--- src/rtl/productor_serial_if.sv ---
// Operand/result handshake bundle for productor_serial.
// master = producer/consumer side, slave = the multiplier.
interface productor_serial_if #(
  parameter int WIDTH = 8
);
  logic                   in_valid_i;
  logic                   in_ready_o;
  logic [WIDTH-1:0]       data0_i;
  logic [WIDTH-1:0]       data1_i;
  logic                   signed_i;
  logic                   out_valid_o;
  logic                   out_ready_i;
  logic [2*WIDTH-1:0]     result_o;
  logic                   overflow_o;

  modport master (
    output in_valid_i, data0_i, data1_i, signed_i, out_ready_i,
    input  in_ready_o, out_valid_o, result_o, overflow_o
  );

  modport slave (
    input  in_valid_i, data0_i, data1_i, signed_i, out_ready_i,
    output in_ready_o, out_valid_o, result_o, overflow_o
  );
endinterface

--- src/rtl/productor_serial.sv ---
// Radix-2 shift-add multiplier, one partial product per clock, valid/ready in and out.
// Define PRODUCTOR_SIGNED_EN to compile in two's-complement operation (signed_i).
module productor_serial #(
  parameter int WIDTH = 8
) (
  input  logic              clk_i,
  input  logic              rst_ni,
  productor_serial_if.slave bus
);
  localparam int CW = $clog2(WIDTH);

  typedef enum logic [1:0] {IDLE, BUSY, DONE} state_t;

  state_t               state, state_nxt;
  logic [2*WIDTH-1:0]   mcand, acc, acc_sum, res_fin;
  logic [WIDTH-1:0]     mplier, mag0, mag1;
  logic [CW-1:0]        cnt;
  logic                 ovf_fin;
  logic                 accept, last;

  assign bus.in_ready_o  = (state == IDLE) || (state == DONE && bus.out_ready_i);
  assign bus.out_valid_o = (state == DONE);
  assign accept          = bus.in_valid_i && bus.in_ready_o;
  assign last            = (state == BUSY) && (cnt == CW'(WIDTH-1));

`ifdef PRODUCTOR_SIGNED_EN
  logic neg, neg_in, sgn, sgn_in;

  // Signed operands are reduced to magnitudes; the most-negative value maps
  // to 2^(WIDTH-1), which still fits the unsigned WIDTH-bit register.
  always_comb begin
    mag0   = bus.data0_i;
    mag1   = bus.data1_i;
    neg_in = 1'b0;
    sgn_in = 1'b0;
    if (bus.signed_i) begin
      sgn_in = 1'b1;
      neg_in = bus.data0_i[WIDTH-1] ^ bus.data1_i[WIDTH-1];
      if (bus.data0_i[WIDTH-1]) mag0 = -bus.data0_i;
      if (bus.data1_i[WIDTH-1]) mag1 = -bus.data1_i;
    end
  end

  always_ff @(posedge clk_i or negedge rst_ni) begin
    if (!rst_ni) begin
      neg <= 1'b0;
      sgn <= 1'b0;
    end else if (accept) begin
      neg <= neg_in;
      sgn <= sgn_in;
    end
  end
`else
  logic unused_signed;
  assign unused_signed = bus.signed_i;
  assign mag0          = bus.data0_i;
  assign mag1          = bus.data1_i;
`endif

  always_comb begin
    acc_sum = acc + (mplier[0] ? mcand : '0);
    res_fin = acc_sum;
    ovf_fin = |acc_sum[2*WIDTH-1:WIDTH];
`ifdef PRODUCTOR_SIGNED_EN
    if (neg) res_fin = -acc_sum;
    // Signed result fits iff the upper half plus the sign bit are all-equal.
    if (sgn) ovf_fin = !((&res_fin[2*WIDTH-1:WIDTH-1]) || !(|res_fin[2*WIDTH-1:WIDTH-1]));
`endif
  end

  always_ff @(posedge clk_i or negedge rst_ni) begin
    if (!rst_ni) state <= IDLE;
    else         state <= state_nxt;
  end

  always_comb begin
    state_nxt = state;
    case (state)
      IDLE: if (bus.in_valid_i) state_nxt = BUSY;
      BUSY: if (last)           state_nxt = DONE;
      DONE: if (bus.out_ready_i) state_nxt = bus.in_valid_i ? BUSY : IDLE;
      default:                  state_nxt = IDLE;
    endcase
  end

  always_ff @(posedge clk_i or negedge rst_ni) begin
    if (!rst_ni) begin
      mcand          <= '0;
      mplier         <= '0;
      acc            <= '0;
      cnt            <= '0;
      bus.result_o   <= '0;
      bus.overflow_o <= 1'b0;
    end else if (accept) begin
      mcand  <= {{WIDTH{1'b0}}, mag0};
      mplier <= mag1;
      acc    <= '0;
      cnt    <= '0;
    end else if (state == BUSY) begin
      acc    <= acc_sum;
      mcand  <= mcand << 1;
      mplier <= mplier >> 1;
      cnt    <= cnt + 1'b1;
      if (last) begin
        bus.result_o   <= res_fin;
        bus.overflow_o <= ovf_fin;
      end
    end
  end
endmodule
--- src/flat_wrapper.sv ---
// flat-port wrapper written by rule: the top's interface ports become plain ports
module productor_serial_flat 
#(
  parameter int WIDTH = 8
)
  (clk_i, rst_ni, bus_in_valid_i, bus_data0_i, bus_data1_i, bus_signed_i, bus_out_ready_i, bus_in_ready_o, bus_out_valid_o, bus_result_o, bus_overflow_o);
  productor_serial_if #(.WIDTH(WIDTH)) bus_i ();
  input  logic clk_i;
  input  logic rst_ni;
  input wire logic [$bits(bus_i.in_valid_i)-1:0] bus_in_valid_i;
  input wire logic [$bits(bus_i.data0_i)-1:0] bus_data0_i;
  input wire logic [$bits(bus_i.data1_i)-1:0] bus_data1_i;
  input wire logic [$bits(bus_i.signed_i)-1:0] bus_signed_i;
  input wire logic [$bits(bus_i.out_ready_i)-1:0] bus_out_ready_i;
  output wire logic [$bits(bus_i.in_ready_o)-1:0] bus_in_ready_o;
  output wire logic [$bits(bus_i.out_valid_o)-1:0] bus_out_valid_o;
  output wire logic [$bits(bus_i.result_o)-1:0] bus_result_o;
  output wire logic [$bits(bus_i.overflow_o)-1:0] bus_overflow_o;
  assign bus_i.in_valid_i = bus_in_valid_i;
  assign bus_i.data0_i = bus_data0_i;
  assign bus_i.data1_i = bus_data1_i;
  assign bus_i.signed_i = bus_signed_i;
  assign bus_i.out_ready_i = bus_out_ready_i;
  assign bus_in_ready_o = bus_i.in_ready_o;
  assign bus_out_valid_o = bus_i.out_valid_o;
  assign bus_result_o = bus_i.result_o;
  assign bus_overflow_o = bus_i.overflow_o;
  productor_serial #(.WIDTH(WIDTH)) u_core (.clk_i(clk_i), .rst_ni(rst_ni), .bus(bus_i));
endmodule
--- config.mk ---
export PLATFORM = sky130hd
export DESIGN_NAME = productor_serial_flat
export DESIGN_NICKNAME = d
export VERILOG_FILES = /design/src/rtl/productor_serial_if.sv /design/src/rtl/productor_serial.sv /design/src/flat_wrapper.sv
export SDC_FILE = /design/constraint.sdc
export NUM_CORES = 1
export LEC_CHECK = 0
export ABC_AREA = 1
export BUFFER_PORTS_ARGS = -buffer_cell sky130_fd_sc_hd__buf_2
export CAP_MARGIN = 40
export CORE_MARGIN = 2
export CORE_UTILIZATION = 55
export CTS_CLUSTER_SIZE = 25
export DETAILED_ROUTE_END_ITERATION = 10
export PLACE_DENSITY_LB_ADDON = 0.12
export SLEW_MARGIN = 20
export SYNTH_ARGS = -nofsm -noshare
export SYNTH_HDL_FRONTEND = slang
export SYNTH_SLANG_ARGS = --single-unit
--- constraint.sdc ---
create_clock -name clk_i -period 2.78 [get_ports clk_i]
set_clock_uncertainty 0.1 [all_clocks]
set_input_delay 0.556 -clock clk_i [delete_from_list [all_inputs] [get_ports clk_i]]
set_output_delay 0.556 -clock clk_i [all_outputs]
set_load 0.02 [all_outputs]
Word level (Yosys, flattened, before mapping)
Index checks and enable logic that the tools add are counted.

Register bits after elaboration: 62. Output and inout port bits: 19. Word-level logic and storage cells: 39.

Add/sub/neg operators: 2. Equality and inequality tests: 6. Muxes and demuxes: 14. Bitwise gates (word level): 1. Reduce and logical (&&, ||, !) cells: 9.

Operators by type and width (count): $mux W16 (5); $add A16 B16 Y16 (1); $mux W8 (2); $reduce_or A8 Y1 (1); $mux W2 (3); $mux W3 (2); $pmux W2 S3 (1); $reduce_and A3 Y1 (2); $ne A2 B2 Y1 const B (2); $add A3 B1 Y3 const B (1); $eq A3 B3 Y1 const B (1); $logic_and A1 B1 Y1 (3); $eq A2 B1 Y1 const B (1); $eq A2 B2 Y1 const B (1); $logic_not A2 Y1 (1); $ne A2 B1 Y1 const B (1); $reduce_bool A2 Y1 (1); $logic_or A1 B1 Y1 (1); $mux W1 (1); $not A1 Y1 (1).

Longest topological paths before layout
Depth in word-level cells: 6. Depth in mapped cells: 18. Mapped depth without buffers: 16.

Worst setup path before layout
Ideal clock, no wire load.

Path kind: register to register. From: register u_core.mplier[0]. To: register u_core.bus.overflow_o. Arrival time: 2.186 ns. Path slack: 0.381 ns. Stages on the path, launching flop included: 19. Buffers on the path: 2. Period minus slack after synthesis: 2.399 ns. Cell sequence: dfrtp_1 > buf_2 > clkbuf_1 > nand2_1 > inv_1 > ha_1 > fa_1 > nand2_1 > nand3_1 > nand3_1 > nand2_1 > nand2_1 > nand2_1 > nand2_1 > nand2_1 > nor2_1 > nand3_1 > nand2_1 > inv_1.

Longest elaborated chain between the ends: 3.

Ends and longest elaborated chain: from (decl) (line productor_serial.sv:16) `logic [WIDTH-1:0] mplier, mag0, mag1;`; from (signal assigned) (line productor_serial.sv:96) `mplier <= mag1;`; from (signal assigned) (line productor_serial.sv:102) `mplier <= mplier >> 1;`; $mux W16 (line productor_serial.sv:61) `acc_sum = acc + (mplier[0] ? mcand : '0);`; $add A16 B16 Y16 (line productor_serial.sv:61); $reduce_or A8 Y1 (line productor_serial.sv:63) `ovf_fin = |acc_sum[2*WIDTH-1:WIDTH];`; to (signal assigned) (line productor_serial.sv:106) `bus.overflow_o <= ovf_fin;`; to (decl) (line productor_serial_if.sv:23) `output in_ready_o, out_valid_o, result_o, overflow_o`.

Every way passes these cells. A chain may end at the register's enable or synchronous reset.

Final worst setup path
Ends and elaborated chain as after synthesis.

==> impl_results.md <==
* Worst setup path class: reg2reg
* CP startpoint: u_core.mplier[0]$_DFFE_PN0P_
* Biggest area consumer among synthesized cells: dfrtp_1
* RSZ-0062 raised after global routing: false
* Critical path capture point: u_core.bus.overflow_o$_DFFE_PN0P_
* Slew Viols, Final at 0
* Post-synth top flop: dfrtp_1
* Register area share after synthesis at 43.88%
* Final Cycle Share at a little over 90%
* Final wirelength at 7461 µm
* Post-synth EDFFs at 0
* Clock Tree Buf Depth at 2
* Core area at 0.006277 mm²
* Setup repair bufs after CTS at 0
* Pre-Repair DR Iteration Count at 4
* Hold Fails Final Rpt at 0
* Area contributors post-synth: dfrtp_1 (44%), nand2_1 (17%), inv_1 (8.0%)
* Leakage power at ~2.3 nW
* Layout cells sized above 1 at around 15%
* Post-Syn Area at about 0.0035 mm²
* TritonCTS buffer count at 9
* Hold-fix buffers, CTS at 0
* Crit path launch type: flop
* Max-cap violations at 0
* Critical Path Sink Type: flop
* Max FO, Critical Path at 11
* Relative slew slack at between 60 and 70%
* Per-cell routed wire length at approximately 13 µm
* WP data required at slightly below 3000 ps
* RR Endpoint: u_core.bus.overflow_o$_DFFE_PN0P_
* F_max at just under 400 MHz
* Worst Reg-to-Reg Cells at 16
* Num rows at 29
* H-tree levels at 3
* Status: complete, no violations
* Hold crit path type: in2async
* Slew @ Worst Pin at 541.5 ps
* Initial core utilization at approximately 56%
* Final #Nets at 543
* Gr usage total at 22.97%
* TritonCTS clock tree: done
* Worst vdd ir at 0.8223 mV
* Initial antenna violation count at 0
* Largest stage delay, worst path at 490 ps
* Critical path depth in cells at 16
* Clk sinks at 62
* Fraction of registers with async set or reset after synthesis at 100.0%
* Cells after Synth at about 460
* Syn avg cell area at 7.653 µm²
* Mapped Nets at approximately 500
* Power per cell area at about 1200 mW/mm²
* Die Span X at 84.18 µm
* Arrival @ worst endpoint at between 2000 and 3000 ps
* Most used cell, CP: nand2_1
* Antenna Diode Count at 0
* Final hold slack at 81.30 ps
* Cell Chain, Critical Path: nand2_1 -> inv_1 -> ha_1 -> fa_1 -> nand2_1 -> nand3_1 -> nand3_1 -> nand2_1 -> nand2_1 -> nand2_1 -> nand2_1 -> nand2_1 -> nor2_1 -> nand3_1 -> nand2_1 -> inv_1
* Die area at approximately 0.007 mm²
* Post-route ant nets at 0
* Worst path bufs/invs at 2
* Cell family with most CP delay: simple AND/OR/NAND/NOR gates
* CP max-delay cell: dfrtp_1
* P&R area growth vs syn at 12.77%
* First-pass GRT wire length at ~13,000 µm
* Setup TNS at 0 ps
* Synth warn at 0
* Detailed placer's ending HPWL at between 5000 and 6000 µm
* Post-synth top area share at ~44%
* Reg2reg start: u_core.mplier[0]$_DFFE_PN0P_
* Die Span Y at around 84 µm
* Synth unique cells at 33
* CTS resizes at 0
* Vias at just under 3,000
* R2r setup slk at about 250 ps
* Number of global-route vias before repair at between 2,000 and 3,000
* Setup violations, final at 0
* Total grt overflow at 0
* # DRC at 0
* Min Clock Period, post-route at 2526 ps
* Port bufs at 38
* Ports at 40
* Routability Congestion at ~0.89
* Worst-Skew Late Latency at 340 ps
* Clock root buffer: clkbuf_8
* Vias per cell at 5.034
* Yosys reg bits at 62
* Worst-path clk slew at ~70 ps
* Largest net degree at the start of global routing at 33
* Number of DRC markers in iteration 0 at 132
cell usage in the layout, fill, tap and decap left out, drive strengths merged, types with 4 or more instances in the layout:
cell    Yosys  routed
clkbuf      6      12
a21oi       8       8
and2        4       4
o22ai       8       8
ha         17      17
dfrtp      62      62
nor2       21      21
o211ai      7       7
a22o        4       4
nand2     164     164
inv        76      76
buf         7      44
xnor2       4       4
nand3      20      20
o21ai      36      36
stage by stage:
step | worst slack, ps | area (µm²) | power (mW) | util (%) | std cells
3_3_place_gp | 314.6 | 3805 | 3.854 | 60.61 | 570
5_1_grt | 53.83 | 3988 | 5.102 | 63.52 | 586
3_5_place_dp | 279.8 | 3805 | 3.930 | 60.61 | 570
2_1_floorplan | 380.8 | 3536 | 3.330 | - | 462
4_1_cts | 248.3 | 3988 | 4.707 | 63.52 | 586
6_report | 253.7 | 3988 | 4.677 | 63.52 | 586
layer usage:
metal / part of all wire (%) / global-route usage, % / wire length (µm) / vias up
met2: 46 / 36.80 / 3408 / 51
met4: 2.3 / 8.211 / 172 / 0
li1: - / - / - / 1539
met3: 3.8 / 4.621 / 286 / 14
met1: 48 / 31.21 / 3594 / 1346
met5: 0 / 0 / 0 / -
synthesized netlist by cell type, types with 5 or more instances:
cell and n:
clkbuf_1 6, inv_1 75, nor2_2 5, o21ai_0 34, nand2_1 156, nand3_1 18, buf_2 5, o22ai_1 8
a21oi_1 8, nand2_2 6, nor2_1 16, dfrtp_1 62, ha_1 17
sequential cells by signal (all words and copies together), names as in the netlist:
name and count:
u_core.mplier 8, u_core.acc 16, u_core.state 2, u_core.mcand 16
u_core.cnt 3, u_core.bus.result_o 16, u_core.bus.overflow_o 1
logic make-up after synthesis:
logic type	synth area share, %
compound gates	11.85
xor+xnor	1.734
fa+ha+maj	6.582
buf+inv	9.837
flops	43.88
simple gates	26.11
area by class of cell:
cell class	count	area [µm²]
Fill cell	584	2290
Sequential cell	62	1551
Inverter	76	285.3
Multi-Input combinational cell	311	1637
Timing Repair Buffer	44	235.2
Clock inverter	4	47.55
Clock buffer	12	135.1
Tap cell	77	96.34
power breakdown:
group / switching, mW / total (mW) / internal (mW)
registers: 0.225 / 1.53 / 1.31
clock network: 0.352 / 0.764 / 0.412
logic: 1.53 / 2.38 / 0.845
worst min-delay path by stage:
stage                                         from                                  end  slack, ps  cells past startpoint
6_report                                    rst_ni            u_core.acc[3]$_DFFE_PN0P_         80                      1
5_1_grt                                     rst_ni            u_core.acc[3]$_DFFE_PN0P_        110                      1
4_1_cts                                     rst_ni            u_core.acc[3]$_DFFE_PN0P_         90                      1
3_5_place_dp   u_core.bus.result_o[10]$_DFFE_PN0P_  u_core.bus.result_o[10]$_DFFE_PN0P_        370                      2
3_3_place_gp    u_core.bus.result_o[3]$_DFFE_PN0P_   u_core.bus.result_o[3]$_DFFE_PN0P_        360                      2
2_1_floorplan                               rst_ni            u_core.acc[0]$_DFFE_PN0P_        160                      0
(Power assumes the default switching activity.)
